$ cat config.mk
export PLATFORM = sky130hd
export DESIGN_NAME = seg7_scan_display_flat
export DESIGN_NICKNAME = d
export VERILOG_FILES = /design/src/rtl/seg7_scan_display_if.sv /design/src/rtl/seg7_scan_display.sv /design/src/flat_wrapper.sv
export SDC_FILE = /design/constraint.sdc
export NUM_CORES = 1
export LEC_CHECK = 0
export BUFFER_PORTS_ARGS = -buffer_cell sky130_fd_sc_hd__buf_2
export CORE_MARGIN = 4
export CORE_UTILIZATION = 50
export CTS_BUF_LIST = sky130_fd_sc_hd__clkbuf_16
export DETAILED_ROUTE_END_ITERATION = 10
export GPL_TIMING_DRIVEN = 0
export MAX_ROUTING_LAYER = met4
export PLACE_DENSITY = 0.79
export SLEW_MARGIN = 20
export SYNTH_ARGS = -nofsm -noshare
export SYNTH_HDL_FRONTEND = slang
export SYNTH_SLANG_ARGS = --single-unit
export TNS_END_PERCENT = 20
$ cat constraint.sdc
create_clock -name clk -period 5.1 [get_ports clk]
set_input_delay 0.255 -clock clk [delete_from_list [all_inputs] [get_ports clk]]
set_output_delay 0.255 -clock clk [all_outputs]
set_load 0.005 [all_outputs]
$ cat src/rtl/seg7_scan_display_if.sv
// Bundle between a hex-word source and the multiplexed seven-segment scanner.
// The master drives the source words and display controls; the slave drives the pins.
interface seg7_if #(
  parameter int DIGITS   = 4,
  parameter int CHANNELS = 3
);
  localparam int SEL_W = (CHANNELS > 1) ? $clog2(CHANNELS) : 1;

  logic [CHANNELS*DIGITS*4-1:0] ch_data;
  logic [SEL_W-1:0]             ch_sel;
  logic                         enable;
  logic                         lz_blank;
  logic                         blink_en;
  logic [DIGITS-1:0]            dp_mask;
  logic [DIGITS-1:0]            an;
  logic [6:0]                   seg;
  logic                         dp;

  modport master (
    output ch_data, ch_sel, enable, lz_blank, blink_en, dp_mask,
    input  an, seg, dp
  );

  modport slave (
    input  ch_data, ch_sel, enable, lz_blank, blink_en, dp_mask,
    output an, seg, dp
  );
endinterface

$ cat src/rtl/seg7_scan_display.sv
// Multiplexed common-anode hex display: per-frame source snapshot, digit scan,
// leading-zero blanking, decimal points and frame-synchronous blink.
module seg7_scan_display #(
  parameter int DIGITS       = 4,
  parameter int CHANNELS     = 3,
  parameter int REFRESH_DIV  = 100000,
  parameter int BLINK_FRAMES = 64
) (
  input  logic  clk,
  input  logic  reset,
  seg7_if.slave bus
);
  localparam int WORD_W  = DIGITS * 4;
  localparam int IDX_W   = (DIGITS > 1) ? $clog2(DIGITS) : 1;
  localparam int TICK_W  = (REFRESH_DIV > 1) ? $clog2(REFRESH_DIV) : 1;
  localparam int FRAME_W = (BLINK_FRAMES > 1) ? $clog2(BLINK_FRAMES) : 1;

  localparam logic [TICK_W-1:0]  TICK_LAST  = TICK_W'(REFRESH_DIV - 1);
  localparam logic [IDX_W-1:0]   IDX_LAST   = IDX_W'(DIGITS - 1);
  localparam logic [FRAME_W-1:0] FRAME_LAST = FRAME_W'(BLINK_FRAMES - 1);
  localparam logic [6:0]         SEG_DARK   = 7'h7F;

  function automatic logic [6:0] hex_to_seg(input logic [3:0] nib);
    case (nib)
      4'h0:    hex_to_seg = 7'b1000000;
      4'h1:    hex_to_seg = 7'b1111001;
      4'h2:    hex_to_seg = 7'b0100100;
      4'h3:    hex_to_seg = 7'b0110000;
      4'h4:    hex_to_seg = 7'b0011001;
      4'h5:    hex_to_seg = 7'b0010010;
      4'h6:    hex_to_seg = 7'b0000010;
      4'h7:    hex_to_seg = 7'b1111000;
      4'h8:    hex_to_seg = 7'b0000000;
      4'h9:    hex_to_seg = 7'b0010000;
      4'hA:    hex_to_seg = 7'b0001000;
      4'hB:    hex_to_seg = 7'b0000011;
      4'hC:    hex_to_seg = 7'b1000110;
      4'hD:    hex_to_seg = 7'b0100001;
      4'hE:    hex_to_seg = 7'b0000110;
      default: hex_to_seg = 7'b0001110;
    endcase
  endfunction

  logic [TICK_W-1:0]  tick_cnt_p0;
  logic [IDX_W-1:0]   idx_p0;
  logic [FRAME_W-1:0] frame_cnt_p0;
  logic               blink_phase_p0;
  logic [WORD_W-1:0]  snap_p0;

  logic [DIGITS-1:0]  an_p1;
  logic [6:0]         seg_p1;
  logic               dp_p1;

  logic               tick_term;
  logic               frame_bnd;
  logic               dark;
  logic [WORD_W-1:0]  sel_word;
  logic [DIGITS-1:0]  lead_zero;
  logic               zero_run;
  logic [3:0]         cur_nib;
  logic               cur_blank;
  logic               cur_dp;
  logic [DIGITS-1:0]  cur_an;

  assign tick_term = (tick_cnt_p0 == TICK_LAST);
  assign frame_bnd = tick_term && (idx_p0 == IDX_LAST);
  assign dark      = !bus.enable || (bus.blink_en && blink_phase_p0);

  // Out-of-range selects fall through to the all-zero default.
  always_comb begin
    sel_word = '0;
    for (int c = 0; c < CHANNELS; c++) begin
      if (int'(bus.ch_sel) == c) sel_word = bus.ch_data[c*WORD_W +: WORD_W];
    end
  end

  always_comb begin
    lead_zero = '0;
    zero_run  = 1'b1;
    for (int d = DIGITS - 1; d >= 0; d--) begin
      zero_run     = zero_run && (snap_p0[d*4 +: 4] == 4'h0);
      lead_zero[d] = zero_run;
    end
  end

  always_comb begin
    cur_nib   = 4'h0;
    cur_blank = 1'b0;
    cur_dp    = 1'b0;
    cur_an    = '1;
    for (int d = 0; d < DIGITS; d++) begin
      if (int'(idx_p0) == d) begin
        cur_nib   = snap_p0[d*4 +: 4];
        cur_blank = bus.lz_blank && (d != 0) && lead_zero[d];
        cur_dp    = bus.dp_mask[d];
        cur_an[d] = 1'b0;
      end
    end
  end

  // p0: scan counters and the frame snapshot; p1: registered pin drive
  always_ff @(posedge clk) begin
    if (reset) begin
      tick_cnt_p0    <= '0;
      idx_p0         <= '0;
      frame_cnt_p0   <= '0;
      blink_phase_p0 <= 1'b0;
      snap_p0        <= '0;
      an_p1          <= '1;
      seg_p1         <= SEG_DARK;
      dp_p1          <= 1'b1;
    end else begin
      tick_cnt_p0 <= tick_term ? '0 : tick_cnt_p0 + 1'b1;
      if (tick_term) idx_p0 <= (idx_p0 == IDX_LAST) ? '0 : idx_p0 + 1'b1;
      if (frame_bnd) begin
        snap_p0 <= sel_word;
        if (frame_cnt_p0 == FRAME_LAST) begin
          frame_cnt_p0   <= '0;
          blink_phase_p0 <= !blink_phase_p0;
        end else begin
          frame_cnt_p0 <= frame_cnt_p0 + 1'b1;
        end
      end
      if (dark) begin
        an_p1  <= '1;
        seg_p1 <= SEG_DARK;
        dp_p1  <= 1'b1;
      end else begin
        an_p1  <= cur_an;
        seg_p1 <= cur_blank ? SEG_DARK : hex_to_seg(cur_nib);
        dp_p1  <= !cur_dp;
      end
    end
  end

  assign bus.an  = an_p1;
  assign bus.seg = seg_p1;
  assign bus.dp  = dp_p1;
endmodule
$ cat src/flat_wrapper.sv
// flat-port wrapper written by rule: the top's interface ports become plain ports
module seg7_scan_display_flat 
#(
  parameter int DIGITS       = 4,
  parameter int CHANNELS     = 3,
  parameter int REFRESH_DIV  = 100000,
  parameter int BLINK_FRAMES = 64
)
  (clk, reset, bus_ch_data, bus_ch_sel, bus_enable, bus_lz_blank, bus_blink_en, bus_dp_mask, bus_an, bus_seg, bus_dp);
  seg7_if #(.DIGITS(DIGITS), .CHANNELS(CHANNELS)) bus_i ();
  input  logic clk;
  input  logic reset;
  input wire logic [$bits(bus_i.ch_data)-1:0] bus_ch_data;
  input wire logic [$bits(bus_i.ch_sel)-1:0] bus_ch_sel;
  input wire logic [$bits(bus_i.enable)-1:0] bus_enable;
  input wire logic [$bits(bus_i.lz_blank)-1:0] bus_lz_blank;
  input wire logic [$bits(bus_i.blink_en)-1:0] bus_blink_en;
  input wire logic [$bits(bus_i.dp_mask)-1:0] bus_dp_mask;
  output wire logic [$bits(bus_i.an)-1:0] bus_an;
  output wire logic [$bits(bus_i.seg)-1:0] bus_seg;
  output wire logic [$bits(bus_i.dp)-1:0] bus_dp;
  assign bus_i.ch_data = bus_ch_data;
  assign bus_i.ch_sel = bus_ch_sel;
  assign bus_i.enable = bus_enable;
  assign bus_i.lz_blank = bus_lz_blank;
  assign bus_i.blink_en = bus_blink_en;
  assign bus_i.dp_mask = bus_dp_mask;
  assign bus_an = bus_i.an;
  assign bus_seg = bus_i.seg;
  assign bus_dp = bus_i.dp;
  seg7_scan_display #(.DIGITS(DIGITS), .CHANNELS(CHANNELS), .REFRESH_DIV(REFRESH_DIV), .BLINK_FRAMES(BLINK_FRAMES)) u_core (.clk(clk), .reset(reset), .bus(bus_i));
endmodule
### After elaboration in Yosys (flattened, before gate mapping)

Memories as Yosys holds them, arrays and structs flattened. A register that Yosys moved wholly into a read port is not among the register bits.
Index checks and enable logic that the tools add are counted.

| word-level totals | value |
|---|---|
| bits in read-only memories | 112 |
| flip-flop bits (word level) | 47 |
| memories kept | 1 |
| input bits | 59 |
| output and inout bits | 12 |
| word-level logic and storage cells | 59 |

Memories:

| name | depth | width | rd ports | clocked after Yosys merged registers in | write ports | line | RTL |
|---|---|---|---|---|---|---|---|
| (no name shown) | 16 | 7 | 1 | 1 | 0 | seg7_scan_display.sv:24 | `case (nib)` |

| cells by class | value |
|---|---|
| reduce and logical (&&, ||, !) cells | 20 |
| muxes and demuxes | 20 |
| add/sub/neg operators | 3 |
| equality and inequality tests | 8 |

Operators with widths:

| cell | count |
|---|---|
| 2-to-1 mux 16 bit | 3 |
| adder 17 x 1 -> 17 bit (second input constant) | 1 |
| equality test 17 bit (second input constant) | 1 |
| 2-to-1 mux 4 bit | 4 |
| logical NOT 4 bit | 3 |
| 2-to-1 mux 1 bit | 11 |
| equality test 2 bit (second input constant) | 5 |
| logical AND 1 bit | 7 |
| adder 6 x 1 -> 6 bit (second input constant) | 1 |
| equality test 6 bit (second input constant) | 1 |
| 2-to-1 mux 6 bit | 1 |
| logical NOT 2 bit | 2 |
| OR reduction 2 bit | 2 |
| logical NOT 1 bit | 3 |
| OR reduction 3 bit | 1 |
| adder 2 x 1 -> 2 bit (second input constant) | 1 |
| equality test 2 x 1 -> 1 bit (second input constant) | 1 |
| 2-to-1 mux 2 bit | 1 |
| AND reduction 2 bit | 1 |
| logical OR 1 bit | 1 |

### Logic depth before layout (Yosys ltp)

Gate-level depths: netlist of run 1.

| depth | value |
|---|---|
| depth after elaboration | 8 |
| mapped depth | 12 |

### Least setup slack after synthesis of run 1

No wires, ideal clock.

| timing | value |
|---|---|
| path type | register -> register |
| start | register u_core.idx_p0[1] |
| end | register u_core.seg_p1[1] (netlist: u_core.bus.seg[1]) |
| period minus slack after synthesis | 2.399 ns |
| setup slack | 2.701 ns |
| stages on the path, launching flop included | 11 |
| path buffers | 1 |
| required time | 5.021 ns |
| data arrival time | 2.320 ns |
| setup time | 0.079 ns |
| cell sequence | dfxtp_1 -> inv_1 -> ha_1 -> clkbuf_1 -> a22oi_1 -> a221oi_1 -> inv_1 -> ha_1 -> inv_1 -> mux2_2 -> o211ai_1 |

| on the way | value |
|---|---|
| longest elaborated chain between the ends | 5 |
| elaborated cells between the ends (all ways) | 12 |
| those cells by class | eq/ne (3); mux (7); reduce/logical (2) |

RTL lines:

| what | line | RTL |
|---|---|---|
| start, declared | seg7_scan_display.sv:45 | `logic [IDX_W-1:0] idx_p0;` |
| start signal, assigned | seg7_scan_display.sv:114 | `if (tick_term) idx_p0 <= (idx_p0 == IDX_LAST) ? '0 : idx_p0 + 1'b1;` |
| equality test 2 bit / logical NOT 2 bit (equally long branches) | seg7_scan_display.sv:92 | `if (int'(idx_p0) == d) begin` |
| 2-to-1 mux 1 bit / 2-to-1 mux 4 bit (equally long branches) (3 in series) | seg7_scan_display.sv:92 |  |
| OR reduction 3 bit (no source line) / 2-to-1 mux 4 bit (equally long branches) | n/a |  |
| end, declared | seg7_scan_display.sv:51 | `logic [6:0] seg_p1;` |

Several ways; a longest one is shown, not always the timed one.
A chain may end at the register's enable or synchronous reset.

### Final worst setup path of run 1

Ends and elaborated chain as after synthesis.

==> impl_metrics.yaml, run 1 <==
setup_path:
  cpMostUsedCell: "inv_1"
  reg2reg_slack_ns: 2.30
  worst_path_largest_cell_delay_ns: 0.64
  critical_path.reg2reg.startpoint: "u_core.idx_p0[1]"
  cp_top_family: "compound AO/OA/AOI/OAI gates"
  reg2reg_to: "u_core.bus.seg[1]"
  cp_max_fo: 10
  cp_cell_sequence: "inv_1 > ha_1 > clkbuf_1 > a22oi_1 > a221oi_1 > inv_1 > ha_1 > inv_1 > mux2_2 > o211ai_1"
  path_buf_inv: 4
  cp-end-kind: "flip-flop"
  reg2reg_depth: 10
  cp-start-kind: "flip-flop"
  worstPathArrival_ns: 3.01
  path_class: "flip-flop to flip-flop"
  crit_path_top_delay_cell: "a221oi_1"
  required_ns: 5.31
grt:
  overflow: 0
  grtUsageTotal_pct: 19.5
  met3_usage_pct: 3.47
  grt_max_degree: 16
  busiest_layer: "met2"
  grt_use_met1_pct: 23.0
  grt_pass1_wl_um: 11200
  grt_pass1_vias: 2604
  antenna_found_initial: 0
  use_met2_pct: 34.1
clock_tree:
  numClockSinks: 54
  cts_tree: "done"
  cts_resized: 0
  holdBufCountCts: 0
  clk_latency_ns: 0.29
  post_cts.repair.setup_buffers: 0
  ctsHtreeMaxLevel: 2
  cts_buffers: 5
  cts.clk_slew.worst_paths_ns: 0.06
  cts_root_buf: "clkbuf_16"
  clockBufferDepth: 2
synthesis:
  synth-seq-cells: 54
  yosys-top-cells-area: "dfxtp_1, nand2_1, mux2i_1, ha_1, a21oi_1"
  synth_seq_area_share_pct: 38.2
  avgSynthCellArea_um2: 8.00
  ys_types: 43
  synth_edf_count: 0
  synth_warnings: 0
  syn_area_um2: 2830
  netlist_instances: 354
  synth_top_area_share_pct: 38.2
  synthArstFlopShare_pct: 0
  yosys.area.top_type: "dfxtp_1"
  ys.flop_type: "dfxtp_1"
  syn-num-nets: 425
layout:
  nNetsFinal: 500
  area_growth_pct: 20.1
  fin_cells: 502
  antenna_cells: 0
  drive_gt1_share_pct: 19.5
  mostFrequentLayoutCells: "buf_2, nand2_1, dfxtp_1"
detailed_routing:
  via_count: 2610
  wirelength_um: 6280
  antenna_left: 0
  wl_per_cell_um: 12.5
  drtIter0Drc: 138
  vias_per_cell: 5.20
  post-route-drc-count: 0
  first_pass_iters: 4
timing:
  tightest_slew_ns: 0.884
  min_period_over_period_pct: 54.9
  tns_ns: 0
  slew_violations: 0
  skew_ns: 0.00506
  hold_viol_final: 0
  fin_crit_ns: 2.80
  fmax_mhz: 357
  slew_headroom_pct: 40.7
  grt_setup_unrepaired: "no"
  setup_viol: 0
status:
  status: "finished clean"
worst_hold_path:
  worstHoldPathCells: 4
  min_to: "u_core.bus.dp"
  hp-start: "bus_dp_mask[3]"
  holdCritPathClass: "primary input to flip-flop"
floorplan:
  die_w_um: 83.3
  dieArea_um2: 6930
  core-area_um2: 5510
  rows: 27
  initial_core_util_pct: 51.4
  pin_count: 71
  dieHeight_um: 83.3
power_and_ir_drop:
  seq_power_share_pct: 52.8
  switching_share_pct: 21.8
  p_per_area_nw_per_um2: 239
  p_comb_share_pct: 7.6
  intPower_uw: 637
  power_uw: 814
  leakage_uw: 0.00137
  max-vdd-ir-drop_mv: 0.167
  pwr-share-clk_pct: 39.7
  p_switching_uw: 177
place:
  io_buffers: 68
  dp_hpwl_um: 4840
  place_inst: 494
  gp_congestion: 0.940
job:
  maxCapViolations: 0
==> power by group through the flow <==
stage               Combinational, uW  Sequential [uW]  Clock, uW
floorplan                        30.9              440          0
global placement                 60.8              439          0
detailed placement               62.0              439          0
CTS                              62.2              430        328
global route                     70.6              430        344
finish                           61.7              430        323
==> metrics by stage <==
step	hold WS [ns]	area, um^2	setup slack, ns	util [%]
3_3_place_gp	0.445	3260	2.39	59.3
5_1_grt	0.261	3400	2.02	61.8
2_1_floorplan	0.432	2830	2.70	-
3_5_place_dp	0.451	3260	2.33	59.3
6_report	0.228	3400	2.30	61.8
4_1_cts	0.227	3400	2.31	61.8
==> cells in the mapped netlist, drive strengths merged, types with 2 or more instances <==
cell / count
nand2: 72
dfxtp: 54
nor2: 31
a21oi: 27
o21ai: 19
mux2i: 18
clkbuf: 14
nand3: 13
ha: 12
inv: 12
xor2: 12
nor2b: 6
xnor2: 6
and3: 5
buf: 4
nand4: 4
nor3: 4
nor4: 4
o211ai: 4
o221ai: 4
and2: 3
nor3b: 3
a221oi: 2
a311oi: 2
nand2b: 2
nand3b: 2
or4b: 2
==> state kept, by name (all words and copies together), names as in the netlist <==
register,flops
u_core.bus.seg,7
u_core.snap_p0,16
u_core.bus.dp,1
u_core.bus.an,4
u_core.blink_phase_p0,1
u_core.tick_cnt_p0,17
u_core.frame_cnt_p0,6
u_core.idx_p0,2
==> worst max-delay path by stage <==
stage                     slack [ns]                end              from  cells past startpoint
final                           2.30  u_core.bus.seg[1]  u_core.idx_p0[1]                     10
after global routing            2.02  u_core.bus.seg[3]  u_core.idx_p0[1]                     10
after CTS                       2.31  u_core.bus.seg[1]  u_core.idx_p0[1]                     10
after detailed placement        2.33  u_core.bus.seg[1]  u_core.idx_p0[1]                     10
after global placement          2.39  u_core.bus.seg[1]  u_core.idx_p0[1]                     10
after floorplan                 2.70  u_core.bus.seg[1]  u_core.idx_p0[1]                     10
==> layout make-up <==
type	instances	area [um^2]
Buffer	18	73.8
Clock inverter	3	12.5
Fill cell	507	2110
Multi-Input combinational cell	270	1630
Timing Repair Buffer	68	340
Tap cell	72	90.1
Sequential cell	54	1080
Inverter	12	45.0
Clock buffer	5	125
==> per-layer routing <==
layer / vias up / share of wire [%] / routed length [um]
met2: 48 / 52 / 3250
met5: - / 0 / 0
met3: 8 / 3.7 / 232
met4: 0 / 1.1 / 72
met1: 1190 / 43 / 2730
li1: 1364 / - / -
==> worst register-to-register path, cell delays in order (launching register included) <==
cell,delay (ns)
dfxtp_1,0.33
inv_1,0.10
ha_1,0.17
clkbuf_1,0.33
a22oi_1,0.17
a221oi_1,0.64
inv_1,0.21
ha_1,0.33
inv_1,0.05
mux2_2,0.25
o211ai_1,0.15
==> cells by family after synthesis <==
group                    synth area share [%]
AO/OA/AOI/OAI                            13.8
AND/OR/NAND/NOR                          26.2
XOR/XNOR                                 5.57
multiplexers                             6.76
adder cells (fa/ha/maj)                  5.30
flip-flops                               38.2
buffers and inverters                    4.20
No activity file was read; power rests on OpenSTA's default activity.
==> inputs of run 2 (changes only) <==
--- a/config.mk
+++ b/config.mk
@@ -7,7 +7,7 @@
 export LEC_CHECK = 0
 export BUFFER_PORTS_ARGS = -buffer_cell sky130_fd_sc_hd__buf_2
 export CORE_MARGIN = 4
-export CORE_UTILIZATION = 50
+export CORE_UTILIZATION = 48
 export CTS_BUF_LIST = sky130_fd_sc_hd__clkbuf_16
 export DETAILED_ROUTE_END_ITERATION = 10
 export GPL_TIMING_DRIVEN = 0
==> constraint.sdc (replaced) <==
create_clock -name clk -period 2.56 [get_ports clk]
set_input_delay 0.128 -clock clk [delete_from_list [all_inputs] [get_ports clk]]
set_output_delay 0.128 -clock clk [all_outputs]
set_load 0.005 [all_outputs]
==> run 2 against run 1 <==
Compared with the run above: power grew 98%; fmax grew 18%; routed wire length increased by 3.1%; count of clock-buffer cells in the layout is the same; first-iteration DRC count grew 5.1%; utilization down 0.11 points; hold slack got worse by 0.12 ns; clock skew grew 0.00070 ns; clock power rose by 96%; critical path type unchanged; critical endpoint unchanged; cell area grew 1.7%; sequential power up 99%; register-to-register slack lost 2.1 ns.
==> impl_metrics.yaml, run 2 (same netlist as run 1, synthesis figures left out) <==
place:
  io_buffers: 68
  placed_cell_area_um2: 3260
  gp_congestion: 0.935
  dp_hpwl_um: 5000
  place_inst: 494
  place_ws_ns: -0.341
setup_path:
  path_class: "flip-flop to flip-flop"
  cp-end-kind: "flip-flop"
  reg2reg_slack_ns: 0.19
  required_ns: 2.76
  cp-endpoint: "u_core.bus.seg[1]"
  cp-start-kind: "flip-flop"
  critical_path.reg2reg.startpoint: "u_core.idx_p0[1]"
  cp_max_fo: 10
  cp-startpoint: "u_core.idx_p0[1]"
  worstPathArrival_ns: 2.58
  reg2reg_to: "u_core.bus.seg[1]"
  reg2reg_depth: 10
clock_tree:
  numClockSinks: 54
  cts_tree: "done"
  cts_buffers: 5
  cts.clk_slew.worst_paths_ns: 0.06
  clockBufferDepth: 2
  cts_root_buf: "clkbuf_16"
  clk_latency_ns: 0.29
  holdBufCountCts: 0
  ctsHtreeMaxLevel: 2
detailed_routing:
  antenna_left: 0
  wl_per_cell_um: 12.9
  wirelength_um: 6480
  via_count: 2675
  vias_per_cell: 5.32
  drtIter0Drc: 145
  first_pass_iters: 4
  post-route-drc-count: 0
timing:
  setup_ws_ns: 0.186
  skew_ns: 0.00576
  slew_violations: 0
  hold_slack_ns: 0.109
  slew_headroom_pct: 39.1
  fmax_mhz: 421
  setup_viol: 0
  fin_crit_ns: 2.37
  hold_viol_final: 0
  tightest_slew_ns: 0.908
  min_period_over_period_pct: 92.7
floorplan:
  pin_count: 71
  core-area_um2: 5610
  die_w_um: 84.8
  rows: 27
  dieArea_um2: 7190
  initial_core_util_pct: 50.5
  dieHeight_um: 84.8
layout:
  nNetsFinal: 502
  fin_cells: 503
  antenna_cells: 0
  area_growth_pct: 22.0
  fillers: 514
  mostFrequentLayoutCells: "buf_2, nand2_1, dfxtp_1"
  largest-register: "u_core.tick_cnt_p0"
  final_common_cell: "buf_2"
  final_cell_area_um2: 3460
  largest_reg_flops: 17
  utilization_pct: 61.6
  drive_gt1_share_pct: 22.3
grt:
  overflow: 0
  grt_pass1_wl_um: 10800
  grt_max_degree: 16
  grtUsageTotal_pct: 18.6
  grt_pass1_vias: 2585
  antenna_found_initial: 0
power_and_ir_drop:
  p_per_area_nw_per_um2: 467
  max-vdd-ir-drop_mv: 0.358
  leakage_uw: 0.00139
job:
  maxCapViolations: 0
worst_hold_path:
  holdCritPathClass: "primary input to flip-flop"
status:
  status: "finished clean"
-- run 2: repair_timing --
item / in CTS / in global routing
gates resized for setup: 4 / 12
endpoints found under the setup margin: 6 / 7
endpoints found under the hold margin: 0 / 0
pin swaps: 1 / 1
setup buffers: 0 / 2
-- run 2: routing by layer --
layer	track usage (%)	part of all wire (%)
met2	33.5	52
met4	5.90	2.1
met5	-	0
met3	3.30	3.8
met1	20.8	42
-- run 2: cell type report --
type	instances	area (um^2)	share of cell area, %
inverters	12	45.0	1.30
repair buffers	70	355	10.3
flip-flops and latches	54	1080	31.3
clock buffers	5	125	3.62
plain buffers	18	77.6	2.24
clock inverters	2	10.0	0.290
well taps	72	90.1	2.61
multi-input cells	270	1670	48.4
-- run 2: how the worst min path moves through the flow --
| stage | slack [ns] | depth (start not counted) | to | startpoint |
|---|---|---|---|---|
| floorplan | 0.31 | 3 | u_core.bus.dp | bus_dp_mask[3] |
| global placement | 0.40 | 4 | u_core.bus.dp | bus_dp_mask[3] |
| detailed placement | 0.40 | 4 | u_core.bus.dp | bus_dp_mask[3] |
| CTS | 0.11 | 4 | u_core.bus.dp | bus_dp_mask[3] |
| global route | 0.15 | 4 | u_core.bus.dp | bus_dp_mask[3] |
| finish | 0.11 | 4 | u_core.bus.dp | bus_dp_mask[3] |
-- run 2: worst max-delay path: stages, from the launching register on --
cell and delay (ns):
dfxtp_1 0.33, inv_1 0.11, ha_1 0.20, buf_2 0.21, a22oi_1 0.16, a221oi_4 0.35, inv_1 0.15, ha_1 0.30
inv_1 0.05, mux2_2 0.25, o211ai_1 0.17
-- run 2: stage by stage --
step | TNS (ns) | power [uW]
2_1_floorplan | 0 | 937
3_3_place_gp | -0.385 | 996
3_5_place_dp | -0.922 | 1000
4_1_cts | 0 | 1620
5_1_grt | -0.0685 | 1680
6_report | 0 | 1610
-- run 2: power breakdown --
group / switching (uW) / internal (uW)
Sequential: 5.66 / 851
Combinational: 60.1 / 64.4
Clock: 280 / 353
==> inputs of run 3 (changes only) <==
--- a/config.mk
+++ b/config.mk
@@ -5,7 +5,7 @@
 export SDC_FILE = /design/constraint.sdc
 export NUM_CORES = 1
 export LEC_CHECK = 0
-export BUFFER_PORTS_ARGS = -buffer_cell sky130_fd_sc_hd__buf_2
+export BUFFER_PORTS_ARGS = -buffer_cell sky130_fd_sc_hd__clkbuf_2
 export CORE_MARGIN = 4
 export CORE_UTILIZATION = 48
 export CTS_BUF_LIST = sky130_fd_sc_hd__clkbuf_16
==> run 3 against run 2 <==
Compared with the run above: flip-flop and latch count unchanged; sequential share of layout area up 0.17 points; utilization decreased by 0.33 points; hold slack worse by 0.0080 ns; setup slack worse by 0.081 ns; clock skew increased by 0.00073 ns; die area is the same; critical path type unchanged; largest power group unchanged.
==> impl_metrics.yaml, run 3 (same netlist as run 1, synthesis figures left out) <==
floorplan:
  die_w_um: 84.8
  pin_count: 71
  dieArea_um2: 7190
  rows: 27
  initial_core_util_pct: 50.5
  core-area_um2: 5610
  dieHeight_um: 84.8
detailed_routing:
  first_pass_iters: 4
  via_count: 2654
  drtIter0Drc: 124
  wl_per_cell_um: 12.4
  post-route-drc-count: 0
  vias_per_cell: 5.29
  antenna_left: 0
  wirelength_um: 6230
clock_tree:
  cts.clk_slew.worst_paths_ns: 0.07
  clockBufferDepth: 2
  post_cts.repair.setup_buffers: 0
  cts_tree: "done"
  clk_latency_ns: 0.29
  ctsHtreeMaxLevel: 2
  cts_root_buf: "clkbuf_16"
  holdBufCountCts: 0
  cts_buffers: 5
  numClockSinks: 54
setup_path:
  path_class: "flip-flop to flip-flop"
  cp-end-kind: "flip-flop"
  required_ns: 2.77
  critical_path.reg2reg.startpoint: "u_core.idx_p0[0]"
  reg2reg_to: "u_core.bus.seg[1]"
  reg2reg_depth: 10
  cp_max_fo: 6
  worstPathArrival_ns: 2.66
  cp-start-kind: "flip-flop"
  reg2reg_slack_ns: 0.10
layout:
  nNetsFinal: 500
  fillers: 514
  area_growth_pct: 21.4
  mostFrequentLayoutCells: "clkbuf_2, nand2_1, dfxtp_1"
  utilization_pct: 61.3
  largest-register: "u_core.tick_cnt_p0"
  largest_reg_flops: 17
  antenna_cells: 0
  drive_gt1_share_pct: 21.2
grt:
  overflow: 0
  grt_max_degree: 18
  grt_pass1_wl_um: 10700
  grt_pass1_vias: 2536
  antenna_found_initial: 0
  grtUsageTotal_pct: 18.3
worst_hold_path:
  min_to: "u_core.bus.dp"
  hp-start: "bus_dp_mask[3]"
  holdCritPathClass: "primary input to flip-flop"
  worstHoldPathCells: 4
timing:
  tightest_slew_ns: 0.979
  min_period_over_period_pct: 95.9
  hold_slack_ns: 0.101
  setup_ws_ns: 0.105
  fin_crit_ns: 2.46
  skew_ns: 0.00649
  setup_viol: 0
  slew_violations: 0
  fmax_mhz: 407
  hold_viol_final: 0
  slew_headroom_pct: 34.3
  grt_setup_unrepaired: "yes"
place:
  io_buffers: 68
  dp_hpwl_um: 4970
  place_ws_ns: -0.272
  gp_congestion: 0.937
job:
  maxCapViolations: 0
power_and_ir_drop:
  max-vdd-ir-drop_mv: 0.314
  leakage_uw: 0.00140
  p_per_area_nw_per_um2: 478
status:
  status: "finished clean"
[run 3: worst max path at each step]
stage	endpoint	cells past startpoint	start
6_report	u_core.bus.seg[1]	10	u_core.idx_p0[0]
5_1_grt	u_core.bus.seg[5]	11	u_core.idx_p0[0]
4_1_cts	u_core.bus.seg[1]	10	u_core.idx_p0[0]
3_5_place_dp	u_core.bus.seg[1]	10	u_core.idx_p0[1]
3_3_place_gp	u_core.bus.seg[1]	10	u_core.idx_p0[1]
2_1_floorplan	u_core.bus.seg[1]	10	u_core.idx_p0[1]
[run 3: area by class of cell]
type	count	area, um^2	area share (%)
tap	72	90.1	2.62
sequential	54	1080	31.4
clock buffer	5	125	3.64
multi-input combinational	270	1660	48.3
clock inverter	3	20.0	0.582
buffer	18	77.6	2.26
inverter	12	45.0	1.31
timing repair buffer	68	340	9.90
[run 3: timing repair]
| item | in CTS | in global routing |
|---|---|---|
| setup endpoints to repair | 5 | 6 |
| pin swaps | 1 | 0 |
| gates resized for setup | 3 | 7 |
[run 3: metrics by stage]
stage               area, um^2  setup TNS, ns  power [uW]  instances
detailed placement        3260         -0.695        1000        494
finish                    3440              0        1640        502
global route              3440         -0.123        1720        502
global placement          3260         -0.376         997        494
CTS                       3420              0        1660        502
floorplan                 2830              0         937        354
[run 3: worst max-delay path, stage by stage (launching register included)]
cell and delay [ns]:
dfxtp_1 0.35, inv_1 0.11, ha_1 0.24, nor2b_1 0.24, a22oi_1 0.15, a221oi_4 0.36
inv_1 0.15, ha_1 0.29, inv_1 0.05, mux2_2 0.25, o211ai_1 0.18
[run 3: metal layers]
metal / vias up / global-route usage (%) / wire length (um)
li1: 1365 / - / -
met1: 1234 / 20.7 / 2640
met2: 45 / 31.6 / 3240
met3: 10 / 4.37 / 254
met4: 0 / 6.33 / 92
met5: - / - / 0
[run 3: power by group]
group          internal, uW  switching (uW)
registers               850            5.75
clock network           363             298
logic                  64.6            61.0
